==> config.mk <==
export PLATFORM = sky130hd
export DESIGN_NAME = modulo_transmisor_hamming
export DESIGN_NICKNAME = d
export VERILOG_FILES = /design/src/rtl/modulo_hamming_pkg.sv /design/src/rtl/modulo_codificador.sv /design/src/rtl/modulo_transmisor_hamming.sv
export SDC_FILE = /design/constraint.sdc
export NUM_CORES = 1
export LEC_CHECK = 0
export ABC_AREA = 1
export ABC_CLOCK_PERIOD_IN_PS = 1920
export CAP_MARGIN = 20
export CORE_ASPECT_RATIO = 1.5
export CORE_MARGIN = 2
export CORE_UTILIZATION = 50
export DETAILED_ROUTE_END_ITERATION = 12
export DONT_BUFFER_PORTS = 1
export PLACE_DENSITY = 0.76
export SYNTH_ARGS = -nofsm -noshare
export SYNTH_HDL_FRONTEND = slang
export SYNTH_SLANG_ARGS = --single-unit
==> constraint.sdc <==
create_clock -name clk -period 1.92 [get_ports clk]
set_input_delay 0.096 -clock clk [delete_from_list [all_inputs] [get_ports clk]]
set_output_delay 0.096 -clock clk [all_outputs]
set_load 0.1 [all_outputs]
==> src/rtl/modulo_hamming_pkg.sv <==
// Shared definitions for the Hamming SECDED (8,4) link: codeword bit
// positions, the encoder function and the transmitter state encoding.
package modulo_hamming_pkg;

    // Codeword layout: cw[0..6] are Hamming positions 1..7, cw[7] is global parity.
    localparam int P1_POS = 0;
    localparam int P2_POS = 1;
    localparam int D0_POS = 2;
    localparam int P4_POS = 3;
    localparam int D1_POS = 4;
    localparam int D2_POS = 5;
    localparam int D3_POS = 6;
    localparam int PG_POS = 7;

    typedef enum logic [1:0] {
        IDLE  = 2'd0,
        START = 2'd1,
        DATA  = 2'd2,
        STOP  = 2'd3
    } tx_state_t;

    // Global parity covers the seven Hamming bits, giving even parity over all eight.
    function automatic logic [7:0] hamming_encode(input logic [3:0] d);
        logic [7:0] cw;
        cw         = '0;
        cw[P1_POS] = d[0] ^ d[1] ^ d[3];
        cw[P2_POS] = d[0] ^ d[2] ^ d[3];
        cw[D0_POS] = d[0];
        cw[P4_POS] = d[1] ^ d[2] ^ d[3];
        cw[D1_POS] = d[1];
        cw[D2_POS] = d[2];
        cw[D3_POS] = d[3];
        cw[PG_POS] = ^cw[6:0];
        return cw;
    endfunction

endpackage

==> src/rtl/modulo_codificador.sv <==
// Purely combinational (8,4) SECDED encoder.
module modulo_codificador
    import modulo_hamming_pkg::*;
(
    input  logic [3:0] data_in,
    output logic [7:0] codeword
);

    // Encoder is a thin wrapper so it can be exercised on its own.
    always_comb begin
        codeword = hamming_encode(data_in);
    end

endmodule

==> src/rtl/modulo_transmisor_hamming.sv <==
// Hamming (8,4) transmitter: encodes a 4-bit word, applies an optional error
// mask and sends the codeword as a 10-bit UART frame (start, 8 bits LSB first, stop).
//
// Handshake: a word is taken on any rising edge where in_valid && in_ready.
// in_ready is high only in IDLE; while it is low, in_valid, data_in and
// err_mask are not looked at, and the producer must keep offering the word.
module modulo_transmisor_hamming
    import modulo_hamming_pkg::*;
#(
    parameter int CLKS_PER_BIT = 10417
) (
    input  logic       clk,
    input  logic       rst,
    input  logic [3:0] data_in,
    input  logic [7:0] err_mask,
    input  logic       in_valid,
    output logic       in_ready,
    output logic       tx,
    output logic       busy,
    output logic       done,
    output logic [7:0] codeword_out,
    output tx_state_t  state_dbg
);

    localparam int              BW        = $clog2(CLKS_PER_BIT);
    localparam logic [BW-1:0]   BAUD_LAST = BW'(CLKS_PER_BIT - 1);

    tx_state_t     state_q, state_d;
    logic [BW-1:0] baud_q, baud_d;
    logic [2:0]    bit_q, bit_d;
    logic [7:0]    shift_q, shift_d;
    logic [7:0]    cw_q, cw_d;
    logic          tx_q, tx_d;
    logic          done_q, done_d;
    logic [7:0]    enc_cw;
    logic          accept;
    logic          bit_end;

    modulo_codificador u_codificador (
        .data_in  (data_in),
        .codeword (enc_cw)
    );

    assign in_ready     = (state_q == IDLE);
    assign busy         = (state_q != IDLE);
    assign accept       = in_valid && in_ready;
    assign bit_end      = (baud_q == BAUD_LAST);
    assign tx           = tx_q;
    assign done         = done_q;
    assign codeword_out = cw_q;
    assign state_dbg    = state_q;

    // All state and output registers; reset leaves the line idle-high.
    always_ff @(posedge clk or posedge rst) begin
        if (rst) begin
            state_q <= IDLE;
            baud_q  <= '0;
            bit_q   <= '0;
            shift_q <= '0;
            cw_q    <= '0;
            tx_q    <= 1'b1;
            done_q  <= 1'b0;
        end else begin
            state_q <= state_d;
            baud_q  <= baud_d;
            bit_q   <= bit_d;
            shift_q <= shift_d;
            cw_q    <= cw_d;
            tx_q    <= tx_d;
            done_q  <= done_d;
        end
    end

    // Next-state logic; tx_d is the line value for the bit that starts at this edge.
    always_comb begin
        state_d = state_q;
        baud_d  = baud_q;
        bit_d   = bit_q;
        shift_d = shift_q;
        cw_d    = cw_q;
        tx_d    = tx_q;
        done_d  = 1'b0;

        case (state_q)
            IDLE: begin
                tx_d = 1'b1;
                if (accept) begin
                    state_d = START;
                    baud_d  = '0;
                    bit_d   = '0;
                    shift_d = enc_cw ^ err_mask;
                    cw_d    = enc_cw ^ err_mask;
                    tx_d    = 1'b0;
                end
            end
            START: begin
                if (bit_end) begin
                    state_d = DATA;
                    baud_d  = '0;
                    bit_d   = '0;
                    tx_d    = shift_q[0];
                end else begin
                    baud_d = baud_q + BW'(1);
                end
            end
            DATA: begin
                if (bit_end) begin
                    baud_d = '0;
                    if (bit_q == 3'd7) begin
                        state_d = STOP;
                        tx_d    = 1'b1;
                    end else begin
                        bit_d   = bit_q + 3'd1;
                        shift_d = shift_q >> 1;
                        // Next bit is shift_q[1]: the shift lands on this same edge.
                        tx_d    = shift_q[1];
                    end
                end else begin
                    baud_d = baud_q + BW'(1);
                end
            end
            STOP: begin
                if (bit_end) begin
                    state_d = IDLE;
                    baud_d  = '0;
                    done_d  = 1'b1;
                    tx_d    = 1'b1;
                end else begin
                    baud_d = baud_q + BW'(1);
                end
            end
            default: begin
                state_d = IDLE;
                tx_d    = 1'b1;
            end
        endcase
    end

endmodule

; Word-level counts from Yosys, hierarchy flattened
; Index checks and enable logic that the tools add are counted.
[totals]
ff_bits = 37
inputBits = 15
output_inout_bits = 14
elab_cells = 65
[classes]
n_addsub = 2
eq_ne = 11
mux = 26
bitwise = 7
n_reduce_logical = 12
[ops]
columns = op, n
row1 = 2-to-1 mux 14 bit, 2
row2 = one-hot mux 14 bit (2 select lines), 1
row3 = 2-to-1 mux 8 bit, 3
row4 = one-hot mux 8 bit (2 select lines), 1
row5 = "adder 14 x 1 -> 14 bit, second input constant", 1
row6 = "== test 14 bit, second input constant", 1
row7 = 2-to-1 mux 3 bit, 4
row8 = 2-to-1 mux 2 bit, 5
row9 = "inequality test 2 bit, second input constant", 5
row10 = AND reduction 5 bit, 2
row11 = one-hot mux 3 bit (3 select lines), 1
row12 = one-hot mux 2 bit (4 select lines), 1
row13 = bitwise XOR 8 bit, 1
row14 = 2-to-1 mux 1 bit, 7
row15 = parity 7 bit, 1
row16 = bitwise XOR 1 bit, 6
row17 = "== test 2 bit, second input constant", 2
row18 = one-hot mux 1 bit (4 select lines), 1
row19 = AND reduction 4 bit, 1
row20 = nonzero test 2 bit, 2
row21 = "adder 3 x 1 -> 3 bit, second input constant", 1
row22 = "== test 3 bit, second input constant", 1
row23 = AND reduction 3 bit, 1
row24 = nonzero test 3 bit, 1
row25 = 6 further kinds, 6

; Logic depth before layout (Yosys ltp)
[depth]
ltp_word = 6
mapped_depth = 9

; Hierarchy
; A second synthesis with hierarchy kept.
[hier_totals]
cells_unflattened = 304
area_unflattened_um2 = 2280.9
[by_module_without_submodules]
columns = module, instances, cells_per_inst, area_each_um2
row1 = modulo_transmisor_hamming, 1, 274, 2145.8
row2 = modulo_codificador, 1, 30, 135.1

; Worst setup path before layout
; Ideal clock, no wire load.
[synth_timing]
path_type = register -> register
from = reg state_q[0] (netlist: state_dbg[0])
to = reg shift_q[0]
arrival_time_ps = 3103
required_ps = 1855
path_slack_ps = -1248
stages_incl_launch_ff = 8
path_buffers = 0
period_less_slack_ps = 3168
cell_sequence = dfrtp_1 -> inv_1 -> ha_1 -> inv_2 -> a21oi_2 -> a21boi_4 -> nand2_1 -> nand2_1
[synth_between]
elab_chain_len = 4
elab_cells_between_ends = 9
classes_between = eq/ne: 4 / mux: 1 / reduce/logical: 4
[synth_rtl]
columns = item, line_no
row1 = from (decl), modulo_transmisor_hamming.sv:28  ; tx_state_t state_q, state_d;
row2 = from (signal assigned), modulo_transmisor_hamming.sv:64  ; state_q <= state_d;
row3 = logical NOT 2 bit (*), modulo_transmisor_hamming.sv:44  ; assign in_ready = (state_q == IDLE);
row4 = named net in_ready, modulo_transmisor_hamming.sv:17  ; output logic in_ready,
row5 = logical AND 1 bit, modulo_transmisor_hamming.sv:46  ; assign accept = in_valid && in_ready;
row6 = inequality test 2 x 1 -> 1 bit (no source line), n/a
row7 = AND reduction 4 bit (no source line), n/a
row8 = to (signal assigned), modulo_transmisor_hamming.sv:67  ; shift_q <= shift_d;
row9 = to (decl), modulo_transmisor_hamming.sv:31  ; logic [7:0] shift_q, shift_d;
; Mark *: on every way through the listed nets, which the timed path passes. The rest lies on a longest branch.
; A chain may end at the register's enable or synchronous reset.

; Final worst setup path
[layout_timing]
from = reg state_q[0] (netlist: state_dbg[0])
to = reg bit_q[0]
[layout_between]
elab_chain_len = 4
elab_cells_between_ends = 11
classes_between = eq/ne: 6 / mux: 1 / reduce/logical: 4
[layout_rtl]
columns = item, line_no
row1 = logical NOT 2 bit, "modulo_transmisor_hamming.sv:44, modulo_transmisor_hamming.sv:84"
row2 = logical AND 1 bit, modulo_transmisor_hamming.sv:46
row3 = inequality test 2 x 1 -> 1 bit (no source line), n/a
row4 = AND reduction 5 bit (no source line), n/a
row5 = to (signal assigned), modulo_transmisor_hamming.sv:66  ; bit_q <= bit_d;
row6 = to (decl), modulo_transmisor_hamming.sv:30  ; logic [2:0] bit_q, bit_d;
; Several ways; a longest one is shown, not always the timed one.

==> flow_metrics.py <==
metrics = {
    "floorplan": {
        "num_io_pins": 29,
        "chipWidth_um": 58.3,
        "fp-row-count": 29,
        "dieArea_um2": 4980,
        "initial_core_util": 0.521,
        "coreArea_um2": 4250,
        "dieHeight_um": 85.5,
    },
    "synth": {
        "synth_nets": 318,
        "ys_warn_count": 0,
        "synth_seq_area_share": 0.419,
        "synthCells": 294,
        "synthesis.area_um2": 2210,
        "ys_types": 27,
        "ys_seq_elements": 37,
        "synth_top_area_frac": 0.407,
        "syn_area_per_cell_um2": 7.52,
        "synth.largest_area_cell": "dfrtp_1",
        "synth_area_leaders": "dfrtp_1, nand2_1, ha_1",
    },
    "critical_path": {
        "worst-r2r-cell-count": 7,
        "worstReg2RegStart": "state_dbg[0]",
        "slowest_stage": "dfrtp_4",
        "arrival_ps": 1880,
        "critPathMaxStageDelay_ps": 500,
        "r2r_slack_ps": 220,
        "path_class": "register to register",
        "worst-path-max-fanout": 9,
        "crit_required_ps": 2100,
        "start_kind": "register",
        "cp_common_cell": "nand2_1",
        "end_kind": "register",
        "crit_chain": "inv_2 > ha_1 > inv_2 > a31oi_1 > nand2_1 > nand2_1 > nand2_1",
        "reg2reg_to": "bit_q[0]",
    },
    "cts": {
        "cts_root_buf": "clkbuf_8",
        "cts_buffers": 5,
        "clockBufferDepth": 2,
        "cts_setup_buffers": 0,
        "clk_pin_slew_ps": 80,
        "htreeDepth": 2,
        "cts_sinks": 37,
        "cts_tree": "yes",
        "insertion_delay_ps": 300,
    },
    "pwr": {
        "combinationalPowerShare": 0.573,
        "power_frac_seq": 0.257,
        "p_sw_w": 0.00245,
        "cellPowerDensity_nw_per_um2": 1840,
        "peakVddDrop_mv": 1.76,
        "p_sw_frac": 0.519,
        "p_leak_nw": 1.30,
        "clkPwrFrac": 0.170,
        "p_int_w": 0.00227,
    },
    "final_layout": {
        "layout_commonest_cell": "nand2_1",
        "fin_nets": 341,
        "drive_gt1_frac": 0.148,
        "final_cell_mix": "nand2_1, dfrtp_1, inv_1, buf_4, nor2_1",
        "stdcell_count": 364,
        "fill_cells": 388,
        "antenna_cells": 0,
        "area_growth_pct": 16.0,
        "postLayoutCoreUtil": 0.604,
    },
    "route": {
        "firstDrtPassIters": 4,
        "final_antenna_net_count": 0,
        "drc": 0,
        "wl_per_cell_um": 13.3,
        "via_per_inst": 5.32,
        "vias": 1936,
        "dr.first_iter.drc_count": 46,
        "wirelength_mm": 4.85,
    },
    "timing": {
        "fin_tns_setup_ps": 0,
        "layout_setup_ws_ps": 222,
        "final_hold_viol_count": 0,
        "slew_viol_final": 0,
        "finalSetupViolCount": 0,
        "timing.fmax_mhz": 589,
        "period_needed_ps": 1700,
        "clock-skew-final_ps": 11.1,
        "rsz0062_at_grt": "no",
        "min_period_over_period": 0.884,
        "slew_headroom": 0.502,
        "worst_pin_slew_ps": 746,
    },
    "place": {
        "place_ws_ps": 246,
        "gp_congestion": 0.914,
        "portBuffers": 0,
        "hpwlAfterDp_mm": 3.78,
        "placedCellCount": 355,
    },
    "grt": {
        "grtUsageMet3": 0.0457,
        "grt_pass1_wl_mm": 7.93,
        "first_global_vias": 1862,
        "grtUsageMet1": 0.216,
        "busiest_layer": "met2",
        "met2_usage": 0.394,
        "grt_util_all_layers": 0.210,
        "antenna_found_initial": 0,
        "grt-ovfl-total": 0,
        "grt_max_degree": 20,
    },
    "job": {
        "maxCapViolations": 0,
    },
    "status": {
        "status": "finished clean",
    },
    "worst_hold_path": {
        "hold_start": "err_mask[1]",
        "hold_class": "primary input to register",
        "whs_endpoint": "codeword_out[1]",
        "hold_path_depth": 3,
    },
}
power by group through the flow:
| stage | registers, W | clock network (W) | logic, W |
|---|---|---|---|
| 2_1_floorplan | 0.00204 | 0 | 0.00133 |
| 3_3_place_gp | 0.00122 | 0 | 0.00265 |
| 3_5_place_dp | 0.00123 | 0 | 0.00270 |
| 4_1_cts | 0.00122 | 0.000813 | 0.00272 |
| 5_1_grt | 0.00124 | 0.000839 | 0.00293 |
| 6_report | 0.00121 | 0.000806 | 0.00271 |
cell type report:
type	count	area (um^2)	area share
multi-input combinational	221	1150	0.450
tap	46	57.6	0.0224
clock inverter	3	65.1	0.0254
clock buffer	5	68.8	0.0268
timing repair buffer	21	160	0.0624
sequential	37	935	0.364
inverter	31	124	0.0483
kinds of logic (layout without fill, tap and decap cells):
logic type / Yosys count / in the layout / synth area share
simple gates: 162 / 162 / 0.299
flops: 37 / 37 / 0.419
buf+inv: 36 / 60 / 0.0645
compound gates: 30 / 30 / 0.0877
xor+xnor: 20 / 20 / 0.0792
fa+ha+maj: 9 / 9 / 0.0509
state kept, by name, indices dropped and copies added (netlist names):
| signal | flops |
|---|---|
| tx | 1 |
| baud_q | 14 |
| shift_q | 8 |
| done | 1 |
| bit_q | 3 |
| codeword_out | 8 |
| state_dbg | 2 |
how the worst max path moves through the flow:
stage | endpoint | from | depth (start not counted) | slack (ps)
floorplan | shift_q[0] | state_dbg[1] | 7 | 5
global placement | bit_q[0] | bit_q[0] | 8 | 350
detailed placement | bit_q[2] | state_dbg[0] | 7 | 250
CTS | bit_q[0] | state_dbg[0] | 7 | 220
global route | bit_q[1] | state_dbg[0] | 7 | 60
finish | bit_q[0] | state_dbg[0] | 7 | 220
synthesized netlist by cell type:
cell type	n
nand2_1	114
dfrtp_1	36
inv_1	26
nor2_1	19
nand3_1	18
o21ai_0	12
xnor2_1	12
ha_1	9
xor2_1	8
inv_2	5
nand2_2	5
o22ai_1	5
a31oi_1	4
buf_2	3
nand3b_1	3
o21bai_1	3
nand4_1	2
a21boi_4	1
a21oi_1	1
a21oi_2	1
a2bb2oi_1	1
buf_4	1
clkbuf_1	1
dfstp_2	1
nor3_1	1
o21ai_1	1
o21ai_2	1
layer usage:
| layer | share of wire | wire [um] |
|---|---|---|
| met2 | 0.55 | 2690 |
| met5 | 0 | 0 |
| met4 | 0.020 | 96 |
| met3 | 0.037 | 181 |
| met1 | 0.39 | 1880 |
repair_timing:
action                    4_1_cts  5_1_grt
hold buffers                    1        0
gates resized for setup         0        0
hold endpoints to repair       15        0
stage by stage:
| stage | power (W) | instance area [um^2] | hold WS (ps) |
|---|---|---|---|
| 2_1_floorplan | 0.00337 | 2240 | 275 |
| 3_3_place_gp | 0.00387 | 2420 | 147 |
| 3_5_place_dp | 0.00393 | 2420 | 153 |
| 4_1_cts | 0.00475 | 2560 | 23.8 |
| 5_1_grt | 0.00501 | 2560 | 35.6 |
| 6_report | 0.00473 | 2560 | 23.9 |
worst max-delay path, delay by kind of cell, from the launching register on:
kind                       cells  cell delay [ps]
DFF                            1              500
buffers and inverters          2              220
adders and majority gates      1              230
AOI/OAI and AO/OA              1              360
and+or+nand+nor                3              280
(Power assumes the default switching activity.)
